## src/rtl/fle_ccff_loader.sv

```systemverilog
// Purpose: collects a config bitstream in WORD_W-bit words, shifts CHAIN_LEN bits into the fle ccff chain, then re-shifts the same bits to verify ccff_tail.
// Latency: done pulses 2*CHAIN_LEN+2 cycles after the last accepted word.
// Backpressure: cfg_ready is high only in FILL until CHAIN_LEN bits are held; words offered in any other state are not taken.
module fle_ccff_loader #(
    parameter  int CHAIN_LEN = 20,
    parameter  int WORD_W    = 8,
    localparam int CNT_W     = $clog2(CHAIN_LEN + 1)
) (
    input  logic              prog_clk,
    input  logic              pReset_n,
    input  logic              start,
    input  logic [WORD_W-1:0] cfg_data,
    input  logic              cfg_valid,
    output logic              cfg_ready,
    output logic              ccff_head,
    output logic              ccff_shift_en,
    input  logic              ccff_tail,
    output logic              busy,
    output logic              done,
    output logic              err
);

    typedef enum logic [2:0] {
        IDLE,
        FILL,
        SHIFT,
        VERIFY,
        DONE
    } state_t;

    state_t               state;
    logic [CHAIN_LEN-1:0] sh;
    logic [CNT_W-1:0]     cnt;
    logic [CNT_W-1:0]     idx;

    logic [CHAIN_LEN-1:0] ins_bits;
    logic [CHAIN_LEN-1:0] ins_mask;
    logic [CHAIN_LEN-1:0] sh_fill;
    logic [CHAIN_LEN-1:0] sh_rot;
    logic [CNT_W+5:0]     cnt_sum;
    logic [CNT_W-1:0]     cnt_nxt;
    logic                 idx_last;

    // Bits of the word that land beyond CHAIN_LEN fall off the top of the shift.
    assign ins_bits = CHAIN_LEN'(cfg_data) << cnt;
    assign ins_mask = CHAIN_LEN'({WORD_W{1'b1}}) << cnt;
    assign sh_fill  = (sh & ~ins_mask) | (ins_bits & ins_mask);

    // Rotating the shadow presents the next stream bit at sh[0] without a variable index.
    assign sh_rot   = {sh[0], sh[CHAIN_LEN-1:1]};

    assign cnt_sum  = (CNT_W+6)'(cnt) + (CNT_W+6)'(WORD_W);
    assign cnt_nxt  = (cnt_sum >= (CNT_W+6)'(CHAIN_LEN)) ? CNT_W'(CHAIN_LEN)
                                                         : cnt_sum[CNT_W-1:0];
    assign idx_last = (idx == CNT_W'(CHAIN_LEN - 1));

    always_ff @(posedge prog_clk) begin
        if (!pReset_n) begin
            state         <= IDLE;
            sh            <= '0;
            cnt           <= '0;
            idx           <= '0;
            cfg_ready     <= 1'b0;
            ccff_head     <= 1'b0;
            ccff_shift_en <= 1'b0;
            busy          <= 1'b0;
            done          <= 1'b0;
            err           <= 1'b0;
        end else begin
            done <= 1'b0;
            case (state)
                IDLE: begin
                    if (start) begin
                        state     <= FILL;
                        err       <= 1'b0;
                        cnt       <= '0;
                        idx       <= '0;
                        busy      <= 1'b1;
                        cfg_ready <= 1'b1;
                    end
                end
                FILL: begin
                    if (cnt == CNT_W'(CHAIN_LEN)) begin
                        state         <= SHIFT;
                        idx           <= '0;
                        ccff_head     <= sh[0];
                        ccff_shift_en <= 1'b1;
                        sh            <= sh_rot;
                    end else if (cfg_valid && cfg_ready) begin
                        sh        <= sh_fill;
                        cnt       <= cnt_nxt;
                        cfg_ready <= (cnt_nxt != CNT_W'(CHAIN_LEN));
                    end
                end
                SHIFT: begin
                    ccff_head <= sh[0];
                    sh        <= sh_rot;
                    if (idx_last) begin
                        state <= VERIFY;
                        idx   <= '0;
                    end else begin
                        idx <= idx + 1'b1;
                    end
                end
                VERIFY: begin
                    // The bit leaving the chain now is the one entering it: a full-depth FIFO.
                    if (ccff_tail != ccff_head) begin
                        err <= 1'b1;
                    end
                    if (idx_last) begin
                        state         <= DONE;
                        done          <= 1'b1;
                        ccff_shift_en <= 1'b0;
                        ccff_head     <= 1'b0;
                    end else begin
                        ccff_head <= sh[0];
                        sh        <= sh_rot;
                        idx       <= idx + 1'b1;
                    end
                end
                DONE: begin
                    state <= IDLE;
                    busy  <= 1'b0;
                end
                default: begin
                    state <= IDLE;
                end
            endcase
        end
    end

endmodule

```

## config.mk

```make
export PLATFORM = sky130hd
export DESIGN_NAME = fle_ccff_loader
export DESIGN_NICKNAME = d
export VERILOG_FILES = /design/src/rtl/fle_ccff_loader.sv
export SDC_FILE = /design/constraint.sdc
export NUM_CORES = 1
export LEC_CHECK = 0
export CORE_UTILIZATION = 54
export CTS_CLUSTER_SIZE = 20
export DETAILED_ROUTE_END_ITERATION = 10
export GPL_TIMING_DRIVEN = 0
export MAX_ROUTING_LAYER = met4
export PLACE_DENSITY = 0.75
export SYNTH_ARGS = -nofsm -noshare
export SYNTH_HDL_FRONTEND = slang
export SYNTH_SLANG_ARGS = --single-unit
```

## constraint.sdc

```tcl
create_clock -name prog_clk -period 2 [get_ports prog_clk]
set_clock_uncertainty 0.05 [all_clocks]
set_input_delay 0.3 -clock prog_clk [delete_from_list [all_inputs] [get_ports prog_clk]]
set_output_delay 0.3 -clock prog_clk [all_outputs]
set_load 0.05 [all_outputs]
```

==> impl_metrics.json, run 1 <==
{
  "post-route-min-period_ns": 2.02,
  "power_frac_clock_pct": 41.3,
  "globalRouteOverflowTotal": 0,
  "violations": "negative setup slack",
  "synth-main-ff-cell": "sky130_fd_sc_hd__dfxtp_1",
  "worst_slew_margin_rel_pct": 59.8,
  "placement_rows": 26,
  "floorplan.initialDensity_pct": 57.3,
  "synth_edf_count": 0,
  "critPathMaxStageDelay_ns": 0.36,
  "track_usage_pct": 36.5,
  "irDropWorstVdd_uv": 433,
  "setup.reg_to_reg.worst_slack_ns": -0.02,
  "synth_nets": 400,
  "post-route-worst-setup-slack_ns": -0.0230,
  "cts_max_level": 2,
  "chipHeight_microns": 76.5,
  "setup_viol": 5,
  "tightest_slew_ns": 0.604,
  "outcome": "finished, violations left",
  "wl_per_cell_microns": 21.3,
  "hp-class": "register to register",
  "maxcap_violations": 0,
  "p_sw_mw": 0.513,
  "timing_worst_setup_path_type": "register to register",
  "combinationalPowerShare_pct": 17.2,
  "tns_ns": -0.0887,
  "dieWidth_microns": 76.5,
  "syn_std_cell_area_sq_um": 3000,
  "fillerInstances": 415,
  "synth-seq-cells": 39,
  "port_buffers": 18,
  "synthDominantAreaCellType": "sky130_fd_sc_hd__dfxtp_1",
  "cp_max_fo": 8,
  "design.core.area_sq_um": 5240,
  "clkSinkCount": 39,
  "tritoncts.num_buffers": 5,
  "grt_antenna_before_repair": 0,
  "final_max_slew_viol_count": 0,
  "power_switching_share_pct": 26.5,
  "critical_path_required_ns": 2.17,
  "internal_power_consumption_mw": 1.42,
  "post_synth_inst_count": 378,
  "first_iteration_detailed_routing_drc_count": 346,
  "grt_max_degree": 13,
  "worst_skew_pair.late_latency_ns": 0.30,
  "boundaryPins": 19,
  "grt_setup_unrepaired": "true",
  "min_period_over_period_pct": 101,
  "worst-endpoint-arrival_ns": 2.19,
  "finalHoldViolCount": 0,
  "fin_nets": 438,
  "gp_congestion": 0.989,
  "synthTopCellsByArea": "sky130_fd_sc_hd__dfxtp_1, sky130_fd_sc_hd__mux2i_1, sky130_fd_sc_hd__o21ai_0",
  "drtAntennaViolNets": 0,
  "power.density_nw_per_um2": 510,
  "root_buffer": "sky130_fd_sc_hd__clkbuf_8",
  "synth-warning-count": 0,
  "first_global_vias": 3056,
  "dr_total_vias": 3352,
  "share_of_post_route_cells_with_drive_strength_above_1_pct": 25.9,
  "post_layout_nonfiller_instances": 487,
  "synth_cell_types": 64,
  "cts.path.max_buffers": 2,
  "drc_violations": 0,
  "synth_top_area_share_pct": 26.0,
  "sequentialPowerShare_pct": 41.5,
  "clkSlewWorstSetupHoldPaths_ns": 0.09,
  "critical_path.slowest_cell": "sky130_fd_sc_hd__dfxtp_4",
  "synth-seq-area-share_pct": 26.0,
  "synth_area_per_cell_sq_um": 7.94,
  "post_cts_hold_buffer_count": 0,
  "placedCellCount": 466,
  "worstSetupStartpointType": "register",
  "critical_path.most_common_cell": "sky130_fd_sc_hd__buf_6",
  "endpoint_kind": "register",
  "layout-area-overhead-vs-synth_pct": 26.5,
  "timing.fmax_mhz": 494,
  "crit_chain": "buf_8 -> clkinvlp_4 -> ha_4 -> nand4bb_1 -> buf_6 -> buf_6 -> a21oi_4 -> or2_1 -> buf_6 -> a21oi_2 -> a311oi_2",
  "hpwlAfterDp_mm": 7.38,
  "cts_tree": "done",
  "p_leak_nw": 1.41,
  "firstDrtPassIters": 5,
  "route.final.wire_length_mm": 10.4,
  "floorplan.die_area_sq_um": 5860,
  "grt_first_pass_wirelength_mm": 16.0,
  "antenna_fix_cells": 0,
  "asyncSetResetFlopFracSynth_pct": 0,
  "route.detailed.vias_per_inst": 6.88
}
[synth_stat cells (4+ instances only)]
master	instances
sky130_fd_sc_hd__nor2_1	32
sky130_fd_sc_hd__a311oi_1	5
sky130_fd_sc_hd__nand2b_1	6
sky130_fd_sc_hd__a221oi_1	6
sky130_fd_sc_hd__buf_2	13
sky130_fd_sc_hd__a211oi_1	11
sky130_fd_sc_hd__and3b_1	4
sky130_fd_sc_hd__mux2_2	9
sky130_fd_sc_hd__mux2i_1	14
sky130_fd_sc_hd__o2bb2ai_1	4
sky130_fd_sc_hd__nand3_1	17
sky130_fd_sc_hd__o22ai_1	4
sky130_fd_sc_hd__nand2_1	28
sky130_fd_sc_hd__or3_1	5
sky130_fd_sc_hd__a21oi_1	27
sky130_fd_sc_hd__nor3_1	17
sky130_fd_sc_hd__a32oi_1	4
sky130_fd_sc_hd__dfxtp_1	39
sky130_fd_sc_hd__o21ai_0	28
sky130_fd_sc_hd__inv_1	13
sky130_fd_sc_hd__ha_1	9
sky130_fd_sc_hd__clkbuf_1	10
sky130_fd_sc_hd__nor2b_1	4
sky130_fd_sc_hd__a211o_1	4
[power by group through the flow]
stage                     sequential, mW  combinational [mW]  clock (mW)
after CTS                          0.802               0.299       0.798
final                              0.804               0.333       0.800
after global placement             0.820               0.281           0
after detailed placement           0.822               0.283           0
after global routing               0.806               0.356       0.824
after floorplan                    0.829               0.173           0
[logic make-up (layout without fill, tap and decap cells)]
group,Yosys count,after routing,share of synthesized area [%]
AO/OA/AOI/OAI,123,123,28.0
AND/OR/NAND/NOR,134,134,23.6
buffers and inverters,42,81,6.92
adder cells (fa/ha/maj),9,9,3.75
flip-flops,39,39,26.0
multiplexers,26,26,10.3
XOR/XNOR,5,5,1.46
[final timing paths]
path / from / end / depth (start not counted)
max: cnt[3] / register / 11
min: register / register / 2
max reg2reg: cnt[3] / register / 11
min reg2reg: register / register / 2
[routing by layer]
layer	GRT usage, %	vias to the layer above	wire, microns
met5	-	-	0
met4	19.2	0	452
met3	6.59	44	846
met2	56.0	207	4810
met1	45.6	1604	4290
li1	-	1497	-
[layout by cell type (no fill, tap or decap), types with 4 or more instances in the layout]
cell type                         count
sky130_fd_sc_hd__clkbuf_1             6
sky130_fd_sc_hd__or3_1                4
sky130_fd_sc_hd__a221oi_2             4
sky130_fd_sc_hd__nor2_1              29
sky130_fd_sc_hd__dfxtp_1             33
sky130_fd_sc_hd__a32oi_1              4
sky130_fd_sc_hd__nor3_1              15
sky130_fd_sc_hd__a21oi_1             24
sky130_fd_sc_hd__dfxtp_2              4
sky130_fd_sc_hd__and3b_1              4
sky130_fd_sc_hd__clkdlybuf4s50_1     17
sky130_fd_sc_hd__nand2_1             27
sky130_fd_sc_hd__buf_2                5
sky130_fd_sc_hd__clkbuf_8             5
sky130_fd_sc_hd__a211o_1              4
sky130_fd_sc_hd__buf_6               10
sky130_fd_sc_hd__a211oi_1             8
sky130_fd_sc_hd__buf_4               18
sky130_fd_sc_hd__nand3_1             17
sky130_fd_sc_hd__inv_1               11
sky130_fd_sc_hd__mux2_2               9
sky130_fd_sc_hd__nand2b_1             5
sky130_fd_sc_hd__o2bb2ai_1            4
sky130_fd_sc_hd__o21ai_0             25
sky130_fd_sc_hd__a21oi_2              5
sky130_fd_sc_hd__ha_1                 6
sky130_fd_sc_hd__mux2i_1             14
[what timing repair did]
action,4_1_cts,5_1_grt
setup buffers,4,10
pin swaps,3,13
endpoints found under the setup margin,35,31
gates cloned,0,0
gates resized for setup,32,53
[worst max-delay path: cells and delay by family, from the launching register on]
family | cells | cell delay (ns)
AND/OR/NAND/NOR | 2 | 0.28
flip-flops | 1 | 0.36
adder cells (fa/ha/maj) | 1 | 0.13
AO/OA/AOI/OAI | 3 | 0.46
buffers and inverters | 5 | 0.65
[through the flow]
stage	area (sq um)	total power, mW	hold slack, ns	util [%]	worst slack (ns)
3_5_place_dp	3280	1.10	0.410	62.6	-0.498
4_1_cts	3550	1.90	0.423	67.8	0.0000866
2_1_floorplan	3010	1.00	0.384	-	0.00404
6_report	3800	1.94	0.418	72.5	-0.0230
3_3_place_gp	3280	1.10	0.396	62.6	-0.462
5_1_grt	3800	1.99	0.434	72.5	-0.121
[cell type report]
type	instances	area, sq um	share of cell area [%]
Buffer	28	209	5.50
Clock buffer	6	72.6	1.91
Clock inverter	2	60.1	1.58
Inverter	13	56.3	1.48
Multi-Input combinational cell	297	2220	58.5
Sequential cell	39	793	20.9
Tap cell	70	87.6	2.31
Timing Repair Buffer	32	295	7.78
Note: power is estimated with default switching activity, not from simulation.
==> run 2, diff against run 1 <==
==> constraint.sdc (replaced) <==
create_clock -name prog_clk -period 1.8 [get_ports prog_clk]
set_clock_uncertainty 0.05 [all_clocks]
set_input_delay 0.27 -clock prog_clk [delete_from_list [all_inputs] [get_ports prog_clk]]
set_output_delay 0.27 -clock prog_clk [all_outputs]
set_load 0.05 [all_outputs]
==> run 2 against run 1 <==
  * First-iteration DRC count grew 13%
  * Power rose by 9.0%
  * Fmax is 2.1% higher
  * Flip-flop and latch count unchanged
  * Combinational power increased by 35%
  * Clock power is 3.6% lower
  * The flow still finishes with violations (negative setup slack)
  * Core utilization rose by 10 points
  * Register-to-register slack got worse by 0.16 ns
==> impl_metrics.json, run 2 (same netlist as run 1, synthesis figures left out) <==
{
  "port_buffers": 18,
  "tritoncts.num_buffers": 5,
  "cts_tree": "done",
  "final_max_slew_viol_count": 0,
  "irDropWorstVdd_uv": 447,
  "fin_nets": 462,
  "globalRouteOverflowTotal": 0,
  "design.core.area_sq_um": 5240,
  "grt_antenna_before_repair": 0,
  "final_util_pct": 82.5,
  "drc_violations": 0,
  "placement_rows": 26,
  "route.detailed.vias_per_inst": 7.02,
  "worstSetupStartpointType": "register",
  "floorplan.die_area_sq_um": 5860,
  "power.density_nw_per_um2": 489,
  "firstDrtPassIters": 9,
  "violations": "negative setup slack",
  "chipHeight_microns": 76.5,
  "tightest_slew_ns": 0.704,
  "critical_path_required_ns": 1.98,
  "critPathTopFamily": "compound AO/OA/AOI/OAI gates",
  "dieWidth_microns": 76.5,
  "tns_ns": -2.63,
  "post-route-worst-setup-slack_ns": -0.182,
  "grt_setup_unrepaired": "true",
  "critPathMaxStageDelay_ns": 0.46,
  "post_cts_hold_buffer_count": 0,
  "layout_common_cells": "sky130_fd_sc_hd__buf_4, sky130_fd_sc_hd__dfxtp_1, sky130_fd_sc_hd__nand2_1, sky130_fd_sc_hd__nor2_1, sky130_fd_sc_hd__a21oi_1",
  "clkSinkCount": 39,
  "endpoint_kind": "register",
  "hp-class": "register to register",
  "floorplan.initialDensity_pct": 57.3,
  "cts.path.max_buffers": 2,
  "wl_per_cell_microns": 22.8,
  "dr_total_vias": 3585,
  "most_common_cell_after_layout_fill_and_taps_aside": "sky130_fd_sc_hd__buf_4",
  "grt_max_degree": 14,
  "outcome": "finished, violations left",
  "root_buffer": "sky130_fd_sc_hd__clkbuf_8",
  "boundaryPins": 19,
  "first_iteration_detailed_routing_drc_count": 391,
  "hpwlAfterDp_mm": 7.19,
  "cts_max_level": 2,
  "antenna_fix_cells": 0,
  "track_usage_pct": 37.9,
  "route.final.wire_length_mm": 11.7,
  "dpl_cell_area_sq_um": 3330,
  "worst_slew_margin_rel_pct": 53.1,
  "timing_worst_setup_path_type": "register to register",
  "maxcap_violations": 0,
  "critical_path.slowest_cell": "sky130_fd_sc_hd__a211oi_1",
  "share_of_post_route_cells_with_drive_strength_above_1_pct": 39.2,
  "cp.buffers_inverters": 3,
  "finalHoldViolCount": 0,
  "min_period_over_period_pct": 110,
  "critical_path.most_common_cell": "sky130_fd_sc_hd__a211oi_1",
  "setup_viol": 30,
  "gp_congestion": 0.988,
  "worst-endpoint-arrival_ns": 2.16,
  "crit_chain": "buf_8 -> inv_8 -> ha_4 -> nand4bb_1 -> buf_6 -> nor2_4 -> a211oi_1 -> a2111oi_2 -> a211oi_1",
  "clkSlewWorstSetupHoldPaths_ns": 0.09,
  "layout-area-overhead-vs-synth_pct": 44.0,
  "post-route-min-period_ns": 1.98,
  "worst_skew_pair.late_latency_ns": 0.31,
  "timing.fmax_mhz": 505,
  "layout.cell_area.non_filler_sq_um": 4320,
  "p_leak_nw": 1.69,
  "grt_first_pass_wirelength_mm": 16.7,
  "cp_max_fo": 6,
  "first_global_vias": 3179,
  "drtAntennaViolNets": 0
}
[run 2: changes by cell type in the layout (fill, tap and decap cells not counted), sizes merged]
cell / delta
clkinv: +2
bufinv: -1
clkdlybuf4s50: -5
dlymetal6s2s: +3
buf: +22
clkbuf: +1
dlygate4sd2: +2
[run 2: final cells by class]
cell class              count  area, sq um
multi-input cells         297         2480
fillers                   302          918
flip-flops and latches     39          806
repair buffers             56          495
plain buffers              28          275
well taps                  70         87.6
clock buffers               5         68.8
inverters                  13         63.8
clock inverters             3         43.8
[run 2: worst min-delay path: cells and delay by family, from the launching register on]
kind | cells | cell delay, ns
AOI/OAI and AO/OA | 1 | 0.05
DFF | 1 | 0.32
and+or+nand+nor | 1 | 0.06
[run 2: timing repair]
item / 4_1_cts / 5_1_grt
buffers inserted: 21 / 15
resized for setup: 83 / 86
pin swaps: 20 / 32
setup endpoints to repair: 35 / 38
gates cloned: 2 / 0
[run 2: metal layers]
metal,vias to the layer above,track usage (%),part of all wire (%)
met5,-,-,0
met4,0,19.8,5.0
met3,66,8.62,10
met2,263,57.7,46
met1,1710,46.6,39
li1,1546,-,-
[run 2: path summary, 6_finish.rpt]
path         startpoint  endpoint  slack (ns)  cells past startpoint
min reg2reg    register  register        0.42                      2
max reg2reg      cnt[3]  register       -0.18                      9
min            register  register        0.42                      2
max              cnt[3]  register       -0.18                      9
[run 2: power by group]
group / switching (mW) / total, mW / internal, mW
Combinational: 0.258 / 0.449 / 0.192
Clock: 0.358 / 0.771 / 0.413
Sequential: 0.0167 / 0.891 / 0.874
[run 2: per-stage QoR]
step	setup WS [ns]	std cells	hold WS [ns]	power [mW]
2_1_floorplan	-0.00864	378	0.384	1.12
3_3_place_gp	-0.509	466	0.398	1.23
3_5_place_dp	-0.501	466	0.404	1.23
4_1_cts	-0.0730	496	0.416	2.02
5_1_grt	-0.207	511	0.444	2.17
6_report	-0.182	511	0.421	2.11
==> run 3, diff against run 2 <==
--- a/config.mk
+++ b/config.mk
@@ -14,3 +14,4 @@
 export SYNTH_ARGS = -nofsm -noshare
 export SYNTH_HDL_FRONTEND = slang
 export SYNTH_SLANG_ARGS = --single-unit
+export TNS_END_PERCENT = 5
==> run 3 against run 2 <==
  * Fmax up 1.4%
  * The flow still finishes with violations (negative setup slack)
  * Sequential power about the same
  * Highest routed layer unchanged
  * Design area down 7.1%
  * Setup slack better by 0.027 ns
  * First-iteration DRC count down 2.0%
  * Die area unchanged
  * Worst hold slack better by 0.00089 ns
  * Via count down 5.0%
  * Critical path depth unchanged
  * Largest cell class unchanged
==> impl_metrics.json, run 3 (same netlist as run 1, synthesis figures left out) <==
{
  "power.density_nw_per_um2": 514,
  "clkSlewWorstSetupHoldPaths_ns": 0.09,
  "post-route-worst-setup-slack_ns": -0.154,
  "placement_rows": 26,
  "layout.cell_area.non_filler_sq_um": 4010,
  "post-route-min-period_ns": 1.95,
  "tightest_slew_ns": 0.590,
  "critical_path.slowest_cell": "sky130_fd_sc_hd__dfxtp_4",
  "design.core.area_sq_um": 5240,
  "hp-class": "register to register",
  "most_common_cell_after_layout_fill_and_taps_aside": "sky130_fd_sc_hd__dfxtp_1",
  "cp_max_fo": 11,
  "antenna_fix_cells": 0,
  "globalRouteOverflowTotal": 0,
  "clkSinkCount": 39,
  "floorplan.die_area_sq_um": 5860,
  "first_iteration_detailed_routing_drc_count": 383,
  "grt_first_pass_wirelength_mm": 16.8,
  "firstDrtPassIters": 5,
  "worst_skew_pair.late_latency_ns": 0.30,
  "worst-endpoint-arrival_ns": 2.10,
  "share_of_post_route_cells_with_drive_strength_above_1_pct": 31.9,
  "track_usage_pct": 38.1,
  "dr_total_vias": 3406,
  "cts_max_level": 2,
  "placedCellCount": 466,
  "gp_congestion": 0.958,
  "endpoint_kind": "register",
  "p_leak_nw": 1.55,
  "critical_path_required_ns": 1.94,
  "route.detailed.vias_per_inst": 6.91,
  "maxcap_violations": 0,
  "irDropWorstVdd_uv": 489,
  "route.final.wire_length_mm": 10.8,
  "critPathMaxStageDelay_ns": 0.38,
  "finalHoldViolCount": 0,
  "port_buffers": 18,
  "grt_setup_unrepaired": "true",
  "boundaryPins": 19,
  "crit_chain": "buf_8 -> inv_1 -> buf_6 -> ha_4 -> nor2b_2 -> o21ai_0 -> a21oi_1 -> o221ai_1 -> o311a_1",
  "tritoncts.num_buffers": 5,
  "dpl_cell_area_sq_um": 3330,
  "min_period_over_period_pct": 109,
  "setup_viol": 28,
  "layout_common_cells": "sky130_fd_sc_hd__dfxtp_1, sky130_fd_sc_hd__nor2_1, sky130_fd_sc_hd__nand2_1, sky130_fd_sc_hd__a21oi_1, sky130_fd_sc_hd__o21ai_0",
  "outcome": "finished, violations left",
  "cts_tree": "done",
  "grt_antenna_before_repair": 0,
  "wl_per_cell_microns": 21.8,
  "violations": "negative setup slack",
  "worst_slew_margin_rel_pct": 60.6,
  "floorplan.initialDensity_pct": 57.3,
  "fillerInstances": 368,
  "fin_nets": 444,
  "chipHeight_microns": 76.5,
  "root_buffer": "sky130_fd_sc_hd__clkbuf_8",
  "post_layout_nonfiller_instances": 493,
  "drc_violations": 0,
  "cts.path.max_buffers": 2,
  "dieWidth_microns": 76.5,
  "grt_max_degree": 13,
  "worstSetupStartpointType": "register",
  "layout-area-overhead-vs-synth_pct": 33.7,
  "drtAntennaViolNets": 0,
  "final_max_slew_viol_count": 0,
  "timing.fmax_mhz": 512,
  "first_global_vias": 3228,
  "cp.buffers_inverters": 3,
  "critPathTopFamily": "compound AO/OA/AOI/OAI gates",
  "timing_worst_setup_path_type": "register to register",
  "hpwlAfterDp_mm": 7.35
}
## run 3: changes by cell type in the layout (fill, tap and decap cells not counted), sizes merged
cell	previous run	this run
clkinvlp	2	1
clkbuf	15	16
inv	11	12
buf	56	38
clkinv	2	1
## run 3: tightest hold or removal path, cell delays in order, from the launching register on
cell                       delay, ns
sky130_fd_sc_hd__dfxtp_1        0.32
sky130_fd_sc_hd__inv_1          0.05
sky130_fd_sc_hd__a211oi_1       0.06
## run 3: layout make-up
type                            instances  area (sq um)  area share (%)
Clock buffer                            6          82.6            2.06
Buffer                                 28           235            5.86
Sequential cell                        39           800            19.9
Inverter                               13          60.1            1.50
Timing Repair Buffer                   38           345            8.61
Clock inverter                          2          35.0           0.873
Multi-Input combinational cell        297          2370            59.0
Tap cell                               70          87.6            2.18
## run 3: through the flow
step	hold WS [ns]	TNS [ns]	total power, mW	util, %	setup WS (ns)
floorplan	0.384	-0.0241	1.12	-	-0.0102
global placement	0.400	-9.83	1.23	63.5	-0.556
detailed placement	0.405	-10.41	1.23	63.5	-0.531
CTS	0.419	-1.13	2.03	74.5	-0.0765
global route	0.447	-4.29	2.12	76.6	-0.205
finish	0.422	-2.04	2.06	76.6	-0.154
## run 3: worst paths after layout
path	from	end	slack [ns]	depth (start not counted)
hold / removal	register	register	0.42	2
hold reg to reg	register	register	0.42	2
setup reg to reg	cnt[2]	register	-0.15	9
setup / recovery	cnt[2]	register	-0.15	9
## run 3: per-layer routing
layer  vias up  routed length (microns)  track usage, %
li1       1508                        -               -
met1      1609                     4290            47.2
met2       229                     4850            56.8
met3        60                     1080            8.50
met4         0                      554            21.7
met5         -                        0               -
## run 3: timing repair
item,4_1_cts,5_1_grt
buffers inserted,17,0
gates cloned,2,1
setup endpoints to repair,34,38
resized for setup,89,29
pin swaps,23,11
hold buffers,0,0
## run 3: power by group
| group | internal (mW) | switching [mW] |
|---|---|---|
| sequential | 0.874 | 0.0155 |
| combinational | 0.159 | 0.229 |
| clock | 0.449 | 0.336 |
| total | 1.48 | 0.581 |
